`config.mk`:
```
export PLATFORM = sky130hd
export DESIGN_NAME = vx_gfx_dcr_dispatch_flat
export DESIGN_NICKNAME = d
export VERILOG_FILES = /design/src/rtl/vx_gfx_dcr_dispatch_pkg.sv /design/src/rtl/vx_gfx_dcr_dispatch_if.sv /design/src/rtl/vx_gfx_dcr_dispatch_fifo.sv /design/src/rtl/vx_gfx_dcr_dispatch.sv /design/src/flat_wrapper.sv
export SDC_FILE = /design/constraint.sdc
export NUM_CORES = 1
export LEC_CHECK = 0
export BUFFER_PORTS_ARGS = -buffer_cell sky130_fd_sc_hd__buf_2
export CAP_MARGIN = 30
export CORE_AREA = 3 3 83 85
export DETAILED_ROUTE_END_ITERATION = 10
export DIE_AREA = 0 0 86 88
export GPL_TIMING_DRIVEN = 0
export PLACE_DENSITY = 0.85
export SYNTH_ARGS = -nofsm -noshare
export SYNTH_HDL_FRONTEND = slang
export SYNTH_SLANG_ARGS = --single-unit
export TNS_END_PERCENT = 10
```
`constraint.sdc`:
```
create_clock -name clk -period 2.8 [get_ports clk]
set_input_delay 0.14 -clock clk [delete_from_list [all_inputs] [get_ports clk]]
set_output_delay 0.14 -clock clk [all_outputs]
set_load 0.02 [all_outputs]
```
`src/rtl/vx_gfx_dcr_dispatch_pkg.sv`:
```
// Shared definitions for the graphics DCR dispatcher: default bus widths,
// channel indices and the packed address ranges used by the cluster.
package vx_gfx_dcr_dispatch_pkg;

    localparam int DCR_ADDR_WIDTH = 12;
    localparam int DCR_DATA_WIDTH = 32;

    // Destination channel indices.
    localparam int GFX_DCR_CH_RASTER = 0;
    localparam int GFX_DCR_CH_TEX    = 1;
    localparam int GFX_DCR_CH_OM     = 2;
    localparam int GFX_DCR_NUM_CH    = 3;

    // Per-unit DCR state windows (begin inclusive, end exclusive).
    localparam logic [DCR_ADDR_WIDTH-1:0] DCR_RASTER_STATE_BEGIN = 12'h001;
    localparam logic [DCR_ADDR_WIDTH-1:0] DCR_RASTER_STATE_END   = 12'h00A;
    localparam logic [DCR_ADDR_WIDTH-1:0] DCR_TEX_STATE_BEGIN    = 12'h00A;
    localparam logic [DCR_ADDR_WIDTH-1:0] DCR_TEX_STATE_END      = 12'h01A;
    localparam logic [DCR_ADDR_WIDTH-1:0] DCR_OM_STATE_BEGIN     = 12'h01A;
    localparam logic [DCR_ADDR_WIDTH-1:0] DCR_OM_STATE_END       = 12'h02A;

    // Packed range tables for the cluster instance; channel i at slice i.
    localparam logic [GFX_DCR_NUM_CH*DCR_ADDR_WIDTH-1:0] GFX_DCR_RANGE_BEGIN =
        {DCR_OM_STATE_BEGIN, DCR_TEX_STATE_BEGIN, DCR_RASTER_STATE_BEGIN};
    localparam logic [GFX_DCR_NUM_CH*DCR_ADDR_WIDTH-1:0] GFX_DCR_RANGE_END =
        {DCR_OM_STATE_END, DCR_TEX_STATE_END, DCR_RASTER_STATE_END};

    // Half-open range test on zero-extended addresses.
    function automatic logic dcr_in_range(input logic [31:0] addr,
                                          input logic [31:0] lo,
                                          input logic [31:0] hi);
        return (addr >= lo) && (addr < hi);
    endfunction

endpackage

```
`src/rtl/vx_gfx_dcr_dispatch_if.sv`:
```
// DCR write bus bundle: LANES parallel valid/ready write lanes.
interface vx_gfx_dcr_dispatch_if
    import vx_gfx_dcr_dispatch_pkg::*;
#(
    parameter int LANES = 1,
    parameter int AW    = DCR_ADDR_WIDTH,
    parameter int DW    = DCR_DATA_WIDTH
);
    logic [LANES-1:0]    valid;
    logic [LANES*AW-1:0] addr;
    logic [LANES*DW-1:0] data;
    logic [LANES-1:0]    ready;

    modport master (output valid, output addr, output data, input ready);
    modport slave  (input valid, input addr, input data, output ready);
endinterface

```
`src/rtl/vx_gfx_dcr_dispatch_fifo.sv`:
```
// Per-channel write queue. The head is read asynchronously so a write pushed
// into an empty queue is visible the next cycle and pops stream without bubbles.
module vx_gfx_dcr_dispatch_fifo #(
    parameter int DATAW = 44,
    parameter int DEPTH = 4,
    localparam int PTR_W = $clog2(DEPTH),
    localparam int CNT_W = $clog2(DEPTH + 1)
) (
    input  logic             clk,
    input  logic             reset,
    input  logic             push,
    input  logic [DATAW-1:0] push_data,
    input  logic             pop,
    output logic [DATAW-1:0] head_data,
    output logic             not_empty,
    output logic [CNT_W-1:0] count
);
    logic [DATAW-1:0] mem [DEPTH];
    logic [PTR_W-1:0] rd_ptr_reg;
    logic [PTR_W-1:0] wr_ptr_reg;
    logic [CNT_W-1:0] count_reg;

    // Storage needs no reset: entries are only observed behind the pointers.
    always_ff @(posedge clk) begin
        if (push) begin
            mem[wr_ptr_reg] <= push_data;
        end
    end

    // Pointer and occupancy tracking; pointers wrap naturally (DEPTH is 2^n).
    always_ff @(posedge clk) begin
        if (reset) begin
            rd_ptr_reg <= '0;
            wr_ptr_reg <= '0;
            count_reg  <= '0;
        end else begin
            if (push) begin
                wr_ptr_reg <= wr_ptr_reg + PTR_W'(1);
            end
            if (pop) begin
                rd_ptr_reg <= rd_ptr_reg + PTR_W'(1);
            end
            case ({push, pop})
                2'b10:   count_reg <= count_reg + CNT_W'(1);
                2'b01:   count_reg <= count_reg - CNT_W'(1);
                default: count_reg <= count_reg;
            endcase
        end
    end

    assign head_data = mem[rd_ptr_reg];
    assign not_empty = (count_reg != '0);
    assign count     = count_reg;
endmodule

```
`src/rtl/vx_gfx_dcr_dispatch.sv`:
```
// Decodes DCR writes against programmable ranges, queues them per destination
// unit and delivers them with backpressure and an optional busy fence.
module vx_gfx_dcr_dispatch
    import vx_gfx_dcr_dispatch_pkg::*;
#(
    parameter int NUM_CHANNELS = 3,
    parameter int ADDR_WIDTH   = DCR_ADDR_WIDTH,
    parameter int DATA_WIDTH   = DCR_DATA_WIDTH,
    parameter int FIFO_DEPTH   = 4,
    parameter logic [NUM_CHANNELS*ADDR_WIDTH-1:0] RANGE_BEGIN = '0,
    parameter logic [NUM_CHANNELS*ADDR_WIDTH-1:0] RANGE_END   = '0,
    parameter logic [NUM_CHANNELS-1:0]            FENCE_MASK  = '0,
    localparam int CNT_WIDTH = $clog2(FIFO_DEPTH + 1)
) (
    input  logic                              clk,
    input  logic                              reset,
    vx_gfx_dcr_dispatch_if.slave              in_write,
    vx_gfx_dcr_dispatch_if.master             out_write,
    input  logic [NUM_CHANNELS-1:0]           unit_busy,
    output logic [NUM_CHANNELS*CNT_WIDTH-1:0] pending,
    output logic [15:0]                       miss_count,
    output logic                              idle
);
    localparam int ENTRY_W = ADDR_WIDTH + DATA_WIDTH;

    logic [NUM_CHANNELS-1:0]            match;
    logic [NUM_CHANNELS-1:0]            has_room;
    logic [NUM_CHANNELS-1:0]            push;
    logic [NUM_CHANNELS-1:0]            pop;
    logic [NUM_CHANNELS-1:0]            not_empty;
    logic [NUM_CHANNELS-1:0]            out_valid;
    logic [NUM_CHANNELS*ADDR_WIDTH-1:0] out_addr;
    logic [NUM_CHANNELS*DATA_WIDTH-1:0] out_data;
    logic                               any_match;
    logic                               in_ready;
    logic                               accept;
    logic [15:0]                        miss_count_reg;

    generate
        for (genvar gi = 0; gi < NUM_CHANNELS; gi++) begin : g_ch
            logic [ENTRY_W-1:0] head;

            assign match[gi] = dcr_in_range(32'(in_write.addr),
                                            32'(RANGE_BEGIN[gi*ADDR_WIDTH +: ADDR_WIDTH]),
                                            32'(RANGE_END[gi*ADDR_WIDTH +: ADDR_WIDTH]));
            // Fullness is judged on start-of-cycle occupancy only, so the
            // sink's ready never reaches in_write.ready.
            assign has_room[gi]  = pending[gi*CNT_WIDTH +: CNT_WIDTH] < CNT_WIDTH'(FIFO_DEPTH);
            assign push[gi]      = accept && match[gi];
            assign out_valid[gi] = not_empty[gi] && !(FENCE_MASK[gi] && unit_busy[gi]);
            assign pop[gi]       = out_valid[gi] && out_write.ready[gi];

            vx_gfx_dcr_dispatch_fifo #(
                .DATAW (ENTRY_W),
                .DEPTH (FIFO_DEPTH)
            ) queue (
                .clk       (clk),
                .reset     (reset),
                .push      (push[gi]),
                .push_data ({in_write.addr, in_write.data}),
                .pop       (pop[gi]),
                .head_data (head),
                .not_empty (not_empty[gi]),
                .count     (pending[gi*CNT_WIDTH +: CNT_WIDTH])
            );

            assign out_addr[gi*ADDR_WIDTH +: ADDR_WIDTH] = head[ENTRY_W-1 -: ADDR_WIDTH];
            assign out_data[gi*DATA_WIDTH +: DATA_WIDTH] = head[DATA_WIDTH-1:0];
        end
    endgenerate

    // A write is taken only when every matched queue can hold it, so a
    // broadcast never lands in a subset of its channels. Unmatched writes
    // are always taken (and dropped).
    assign any_match = |match;
    assign in_ready  = &(~match | has_room);
    assign accept    = in_write.valid && in_ready;

    assign in_write.ready  = in_ready;
    assign out_write.valid = out_valid;
    assign out_write.addr  = out_addr;
    assign out_write.data  = out_data;

    // Count writes that hit no channel, holding at the maximum.
    always_ff @(posedge clk) begin
        if (reset) begin
            miss_count_reg <= '0;
        end else if (in_write.valid && !any_match && (miss_count_reg != 16'hFFFF)) begin
            miss_count_reg <= miss_count_reg + 16'd1;
        end
    end

    assign miss_count = miss_count_reg;
    assign idle       = (pending == '0);
endmodule

```
`src/flat_wrapper.sv`:
```
// flat-port wrapper written by rule: the top's interface ports become plain ports
module vx_gfx_dcr_dispatch_flat import vx_gfx_dcr_dispatch_pkg::*;
#(
    parameter int NUM_CHANNELS = 3,
    parameter int ADDR_WIDTH   = DCR_ADDR_WIDTH,
    parameter int DATA_WIDTH   = DCR_DATA_WIDTH,
    parameter int FIFO_DEPTH   = 4,
    parameter logic [NUM_CHANNELS*ADDR_WIDTH-1:0] RANGE_BEGIN = '0,
    parameter logic [NUM_CHANNELS*ADDR_WIDTH-1:0] RANGE_END   = '0,
    parameter logic [NUM_CHANNELS-1:0]            FENCE_MASK  = '0,
    localparam int CNT_WIDTH = $clog2(FIFO_DEPTH + 1)
)
  (clk, reset, unit_busy, pending, miss_count, idle, in_write_valid, in_write_addr, in_write_data, in_write_ready, out_write_valid, out_write_addr, out_write_data, out_write_ready);
  vx_gfx_dcr_dispatch_if #(.LANES(1), .AW((12)), .DW((32))) in_write_i ();
  vx_gfx_dcr_dispatch_if #(.LANES((3)), .AW((12)), .DW((32))) out_write_i ();
  input  logic clk;
  input  logic reset;
  input  logic [NUM_CHANNELS-1:0] unit_busy;
  output logic [NUM_CHANNELS*CNT_WIDTH-1:0] pending;
  output logic [15:0] miss_count;
  output logic idle;
  input wire logic [$bits(in_write_i.valid)-1:0] in_write_valid;
  input wire logic [$bits(in_write_i.addr)-1:0] in_write_addr;
  input wire logic [$bits(in_write_i.data)-1:0] in_write_data;
  output wire logic [$bits(in_write_i.ready)-1:0] in_write_ready;
  output wire logic [$bits(out_write_i.valid)-1:0] out_write_valid;
  output wire logic [$bits(out_write_i.addr)-1:0] out_write_addr;
  output wire logic [$bits(out_write_i.data)-1:0] out_write_data;
  input wire logic [$bits(out_write_i.ready)-1:0] out_write_ready;
  assign in_write_i.valid = in_write_valid;
  assign in_write_i.addr = in_write_addr;
  assign in_write_i.data = in_write_data;
  assign in_write_ready = in_write_i.ready;
  assign out_write_valid = out_write_i.valid;
  assign out_write_addr = out_write_i.addr;
  assign out_write_data = out_write_i.data;
  assign out_write_i.ready = out_write_ready;
  vx_gfx_dcr_dispatch #(.NUM_CHANNELS(NUM_CHANNELS), .ADDR_WIDTH(ADDR_WIDTH), .DATA_WIDTH(DATA_WIDTH), .FIFO_DEPTH(FIFO_DEPTH), .RANGE_BEGIN(RANGE_BEGIN), .RANGE_END(RANGE_END), .FENCE_MASK(FENCE_MASK)) u_core (.clk(clk), .reset(reset), .in_write(in_write_i), .out_write(out_write_i), .unit_busy(unit_busy), .pending(pending), .miss_count(miss_count), .idle(idle));
endmodule
```
* Word-level counts from Yosys, hierarchy flattened
Index checks and enable logic that the tools add are counted.
Word-level totals: bits in latches 0, word-level logic and storage cells 17, memories kept 0, register bits after elaboration 25, bits of input ports 53, output and inout port bits 162, bits in writable memories 0, bits in read-only memories 0
Operators by class: multiply operators 0, bitwise operators 0, add/sub/neg operators 4, reductions and logical operators 8, order comparisons 0, equality and inequality tests 1, shift-type cells 0, div/mod/pow operators 0, multiplexer cells 0
Operators with widths (count):
- $add 16x1->16 const B | 1
- $ne 16x16->1 const B | 1
- $logic_not 9->1 | 1
- $reduce_bool 3->1 | 3
- $sub 3x1->3 const B | 3
- $logic_and 1x1->1 | 4

* Depth between registers and ports, before layout
Gate-level depths: netlist of the first run.
depth after elaboration 2, depth in mapped cells 6, gate-level depth less buffers 6

* Hierarchy
Synthesis of the first run repeated with hierarchy kept, for this count alone.
Second synthesis, totals: cell total of the unflattened synthesis 933, area, all modules 21428.1 um2
Modules (own cells, without submodules):
- vx_gfx_dcr_dispatch_fifo (u_core.g_ch[0].queue ...) | area an instance 6836.6 um2, sequential area each 5465.2 um2, cells an instance 276, times used 2
- vx_gfx_dcr_dispatch_fifo (u_core.g_ch[1].queue) | area an instance 6826.5 um2, sequential area each 5465.2 um2, cells an instance 272, times used 1
- vx_gfx_dcr_dispatch | area an instance 928.4 um2, sequential area each 320.3 um2, cells an instance 109, times used 1

* Worst setup path before layout of the first run
OpenSTA, ideal clock, no wires.
path kind register -> register, from reg u_core.miss_count_reg[0], in the netlist u_core.miss_count[0], to reg u_core.miss_count_reg[8], in the netlist u_core.miss_count[8], required time 2.729 ns, setup time 0.071 ns, stages on the path, launching flop included 6, clock period less this slack 1.780 ns, arrival 1.709 ns, path buffers 0, setup slack 1.020 ns, cell sequence dfxtp_1 > ha_1 > and4_1 > nand3_2 > or4_1 > a21oi_1
On the way: longest elaborated chain between the ends 2, elaborated cells between the ends (all ways) 3, classes of those cells add/sub (1); eq/ne (1); reduce/logical (1)
RTL lines:
- from (decl) | line vx_gfx_dcr_dispatch.sv:37 | logic [15:0] miss_count_reg;
- from (signal assigned) | line vx_gfx_dcr_dispatch.sv:89 | miss_count_reg <= miss_count_reg + 16'd1;
- branches (longest 2 deep; another with $add 16x1->16)
Several ways; the timed one is not identified. A chain may end at the register's enable or synchronous reset.

* Worst setup path after layout of the first run
Ends and elaborated chain as after synthesis.

==> flow_summary.ini, run 1 <==
[logic_synthesis]
syn_area_sq_um = 2369
synth_edf_count = 0
synth_area_leader_cell = buf_4
synthArstFlopShare = 0
synth_cell_types = 38
synth_seq_cells = 25
ys_seq_area_frac = 0.2113
synth-main-ff-cell = dfxtp_1
synth_cells = 288
syn_avg_cell_area_sq_um = 8.224
synth_commonest_cells = 136 x buf_4, 25 x dfxtp_1, 18 x nor2_1, 14 x a21oi_1
yosysMostFrequentCell = buf_4
synth_warnings = 0
ys_top_cells_by_area = buf_4 43%, dfxtp_1 21%, ha_1 3.7%
yosysTopAreaCellShare = 0.4311

[routing]
drtPass1Iterations = 4
viasPerCell = 3.674
avgRoutedWirePerCell_microns = 8.680
drtIter0Drc = 51
antenna_left = 0
drc_errors = 0
wirelength_microns = 4635
vias = 1962

[global_routing]
grt_start_max_net_pins = 14
antenna_found_initial = 0
grt_usage = 0.1171
grt_pass1_vias = 1673
gr-total-overflow = 0
grt_pass1_wl_microns = 7231

[finish]
largest_reg_flops = 16
area_growth_pct = 33.91
nNetsFinal = 518
drive_gt1_frac = 0.4026
nFillCells = 603
antenna_cells = 0
final_core_util = 0.5053

[clock_network]
clock-sinks = 25
h-tree-depth = 1
root_buffer = clkbuf_8
cts_setup_buffers = 0
cts.reportedPaths.clkPinSlew_ns = 0.09
cts_resized = 0
holdBufCountCts = 0
cts_tree = done
cts_buffer_depth = 2
clock_latency_ns = 0.26
cts_inserted_buffers = 3

[sta]
period_minus_slack_ns = 1.862
timing.fmax_ghz = 0.5370
final.setup.tns_ns = 0
hold_viol = 0
rsz0062_at_grt = false
slew_viol_final = 0
tightest_slew_ns = 0.5361
holdWs_ns = 0.1193
slew-limit-headroom = 0.6426
setup_viol_count_final = 0
fin_crit_sh = 0.6651
fin_skew_ns = 0.002829

[worst_setup_path]
startpoint_type = flip-flop
crit_arrival_ns = 2.05
cp-startpoint = u_core.miss_count[0]
r2r_end = u_core.miss_count[8]
reg2reg_depth = 5
slowest_stage = or4_1
critPathKind = reg2reg
slowest_delay_ns = 0.49
critPathBufInv = 0
path_max_fanout = 6
cp_top_family = simple AND/OR/NAND/NOR gates
crit_cells = 5
rrSetupSlack_ns = 0.94
crit_chain = ha_1 -> and4_1 -> nand3_2 -> or4_1 -> a21oi_1
timing.rr.start = u_core.miss_count[0]
cp-end-kind = flip-flop
crit_required_ns = 2.99

[min_path]
hold_depth = 2
hold_path_class = in2reg
holdPathEnd = u_core.g_ch[2].queue.count[1]
worstHoldStart = out_write_ready[2]

[floorplanning]
die_w_microns = 86
core-area_sq_um = 6277
die_area_sq_um = 7568
ios = 215
initial_core_util = 0.3773
die_y_microns = 88
rows = 29

[status]
status = completed

[placement]
numPortBuffers = 34
dpl.hpwl_microns = 4080
gp_congestion = 0.8244

[power]
powerDensity_nw_per_um2 = 530.2
vdd_drop_max_mv = 0.6229
p_total_w = 0.001682
p_leak_nw = 1.899

[flow_run]
drv_cap = 0
[placed cells by master, fill, tap and decap left out, types with 2 or more instances in the layout]
| cell type | n |
|---|---|
| nor4_1 | 2 |
| xnor2_1 | 3 |
| o31ai_1 | 4 |
| mux2_1 | 2 |
| dfxtp_1 | 25 |
| a311oi_1 | 4 |
| nor3_1 | 8 |
| nand2_1 | 10 |
| buf_4 | 136 |
| nand2b_1 | 3 |
| a21oi_1 | 14 |
| nor2b_1 | 4 |
| nand3_1 | 4 |
| nor4_4 | 2 |
| inv_1 | 10 |
| or3_1 | 3 |
| nand4_2 | 2 |
| clkbuf_8 | 3 |
| and3_1 | 2 |
| conb_1 | 133 |
| nor4_2 | 2 |
| ha_1 | 7 |
| and4bb_1 | 2 |
| or4_1 | 3 |
| mux2_4 | 2 |
| buf_2 | 34 |
| clkbuf_1 | 3 |
| nor2_1 | 18 |
[metrics by stage]
stage | cells | setup WS [ns] | cell area, sq um
after global placement | 530 | 1.051 | 3127
after CTS | 534 | 0.9354 | 3172
after global routing | 534 | 0.8163 | 3172
final | 534 | 0.9378 | 3172
after floorplan | 419 | 1.020 | 2860
after detailed placement | 530 | 0.9586 | 3127
[worst max-delay path by stage]
stage                                 to
floorplan           u_core.miss_count[8]
global placement    u_core.miss_count[8]
detailed placement  u_core.miss_count[8]
CTS                 u_core.miss_count[8]
global route        u_core.miss_count[8]
finish              u_core.miss_count[8]
[power by group]
| part | switching [W] | internal, W | leakage (nW) |
|---|---|---|---|
| combinational | 0.000611 | 0.000405 | 1.67 |
| sequential | 0.0000417 | 0.000412 | 0.203 |
| clock | 0.000111 | 0.000102 | 0.0228 |
[routing by layer]
metal,wire length (microns),track usage,up-vias,share of wire
li1,-,-,1033,-
met1,1580,0.1209,820,0.34
met2,2374,0.2214,104,0.51
met3,629,0.03669,5,0.14
met4,50,0.04173,0,0.011
met5,0,0,-,0
[logic make-up after synthesis]
| logic type | after synthesis | synth area share |
|---|---|---|
| AOI/OAI and AO/OA | 27 | 0.07237 |
| xor gates and xnor gates | 3 | 0.01110 |
| adders and majority gates | 7 | 0.03698 |
| buffers and inverters | 149 | 0.4517 |
| DFF | 25 | 0.2113 |
| muxes | 4 | 0.02219 |
| other | 2 | 0.003171 |
| and+or+nand+nor | 71 | 0.1912 |
[cell type report]
type | instances | area [sq um] | area share
Tap cell | 77 | 96.34 | 0.03037
Timing Repair Buffer | 34 | 170.2 | 0.05365
Sequential cell | 25 | 500.5 | 0.1578
Buffer | 139 | 1032 | 0.3254
Multi-Input combinational cell | 245 | 1290 | 0.4067
Inverter | 10 | 37.54 | 0.01183
Clock buffer | 4 | 45.04 | 0.01420
(Power assumes the default switching activity.)
==> run 2: changes to the inputs <==
ABC_AREA = 1   (was default)
CORE_AREA = default   (was 3 3 83 85)
CORE_MARGIN = 3   (was default)
CORE_UTILIZATION = 35   (was default)
DIE_AREA = default   (was 0 0 86 88)
PLACE_DENSITY = 0.82   (was 0.85)
clock period = 1.7 ns   (was 2.8 ns; I/O delays follow)
==> flow_summary.ini, run 2 <==
[worst_setup_path]
crit_chain = ha_1 -> inv_1 -> nor2_4 -> nand4_4 -> buf_6 -> a21oi_1 -> nor2_1
cp-end-kind = flip-flop
crit_required_ns = 1.88
startpoint_type = flip-flop
crit_arrival_ns = 1.60
slowest_delay_ns = 0.39
slowest_stage = dfxtp_1
critPathBufInv = 2
path_max_fanout = 10
cp_top_family = flip-flops
critPathKind = reg2reg

[power]
p_total_w = 0.002387
p_leak_nw = 1.980
vdd_drop_max_mv = 1.274
powerDensity_nw_per_um2 = 722.9

[finish]
drive_gt1_frac = 0.3779
nNetsFinal = 577
antenna_cells = 0
fin_cells = 609
area_growth_pct = 33.76
final_common_cell = buf_4
final_cell_mix = 136 x buf_4, 133 x conb_1, 48 x nand2_1, 35 x buf_2, 33 x nor2_1
largest_reg_flops = 16

[clock_network]
cts_buffer_depth = 2
cts_resized = 0
cts_inserted_buffers = 3
clock-sinks = 25
root_buffer = clkbuf_8
clock_latency_ns = 0.27
cts_tree = done
cts.reportedPaths.clkPinSlew_ns = 0.09
h-tree-depth = 1

[global_routing]
gr-total-overflow = 0
grt_usage = 0.1147
met1_usage = 0.1092
grt_pass1_vias = 1728
grt_start_max_net_pins = 14
antenna_found_initial = 0
grt_util_met2 = 0.2306
gr-max-usage-layer = met2
grt_pass1_wl_microns = 7928
use_met3 = 0.03923

[sta]
timing.fmax_ghz = 0.7019
fin_crit_sh = 0.8381
period_minus_slack_ns = 1.425
rsz0062_at_grt = false
fin_skew_ns = 0.005189
setup_viol_count_final = 0
holdWs_ns = 0.1037
final.setup.tns_ns = 0
hold_viol = 0
slew_viol_final = 0

[min_path]
hold_path_class = in2reg

[logic_synthesis]
synth_warnings = 0
synth_seq_cells = 25
synth_commonest_cells = 136 x buf_4, 48 x nand2_1, 33 x nor2_1, 28 x inv_1, 25 x dfxtp_1
yosysMostFrequentCell = buf_4
yosysTopAreaCellShare = 0.4136
synth_cells = 346
syn_avg_cell_area_sq_um = 7.135
synthArstFlopShare = 0
synth_cell_types = 20
synth-main-ff-cell = dfxtp_1
synth_edf_count = 0
synth_area_leader_cell = buf_4
ys_top_cells_by_area = buf_4 41%, dfxtp_1 20%, nand2_1 7.3%
syn_area_sq_um = 2469
ys_seq_area_frac = 0.2027

[floorplanning]
die_area_sq_um = 8097
ios = 215
die_w_microns = 89.99
die_y_microns = 89.99
initial_core_util = 0.3738
rows = 29
core-area_sq_um = 6604

[flow_run]
drv_cap = 0

[routing]
viasPerCell = 3.404
drc_errors = 0
drtIter0Drc = 79
antenna_left = 0
wirelength_microns = 5154
avgRoutedWirePerCell_microns = 8.463
vias = 2073
drtPass1Iterations = 4

[placement]
gp_congestion = 0.8914
dp_cells = 604
dpl.hpwl_microns = 4404
numPortBuffers = 34

[status]
status = completed
run 2: final timing paths:
check / from / endpoint / slack [ns] / depth (start not counted)
max: u_core.miss_count[0] / u_core.miss_count[15] / 0.28 / 7
min: out_write_ready[1] / u_core.g_ch[1].queue.count[0] / 0.10 / 3
max reg2reg: u_core.miss_count[0] / u_core.miss_count[15] / 0.28 / 7
min reg2reg: u_core.g_ch[2].queue.count[2] / u_core.g_ch[2].queue.count[2] / 0.50 / 2
run 2: worst min-delay path, stage by stage:
cell and delay (ns):
buf_2 0.09, nand2_1 0.09, a21oi_1 0.07
run 2: metal layers:
layer | routed length, microns | share of wire
met5 | 0 | 0
met4 | 38 | 0.0074
met3 | 590 | 0.11
met2 | 2655 | 0.52
met1 | 1870 | 0.36
run 2: final cells by class:
cell class	instances	area, sq um
Tap cell	93	116.4
Sequential cell	25	500.5
Clock buffer	4	45.04
Inverter	29	108.9
Multi-Input combinational cell	283	1291
Timing Repair Buffer	35	180.2
Fill cell	661	3302
Buffer	140	1060
run 2: logic make-up after synthesis:
kind of cell	after synthesis	synth area share
other	2	0.003042
AND/OR/NAND/NOR	112	0.2225
AO/OA/AOI/OAI	31	0.06285
flip-flops	25	0.2027
buffers and inverters	169	0.4734
adder cells (fa/ha/maj)	7	0.03548
run 2: repair_timing:
action	4_1_cts	5_1_grt
buffers inserted	0	0
hold buffers	1	0
endpoints found under the hold margin	1	0
run 2: metrics by stage:
stage          area [sq um]  setup slack [ns]  utilization
2_1_floorplan          2960            0.2382            -
3_3_place_gp           3247            0.2991       0.4917
3_5_place_dp           3247            0.2786       0.4917
4_1_cts                3302            0.2722       0.5000
5_1_grt                3302            0.1134       0.5000
6_report               3302            0.2753       0.5000
run 2: power by group:
group / total (W) / leakage (nW) / internal (W) / switching [W]
Sequential: 0.000708 / 0.203 / 0.000664 / 0.0000436
Combinational: 0.00131 / 1.75 / 0.000499 / 0.000816
Clock: 0.000365 / 0.0228 / 0.000168 / 0.000197
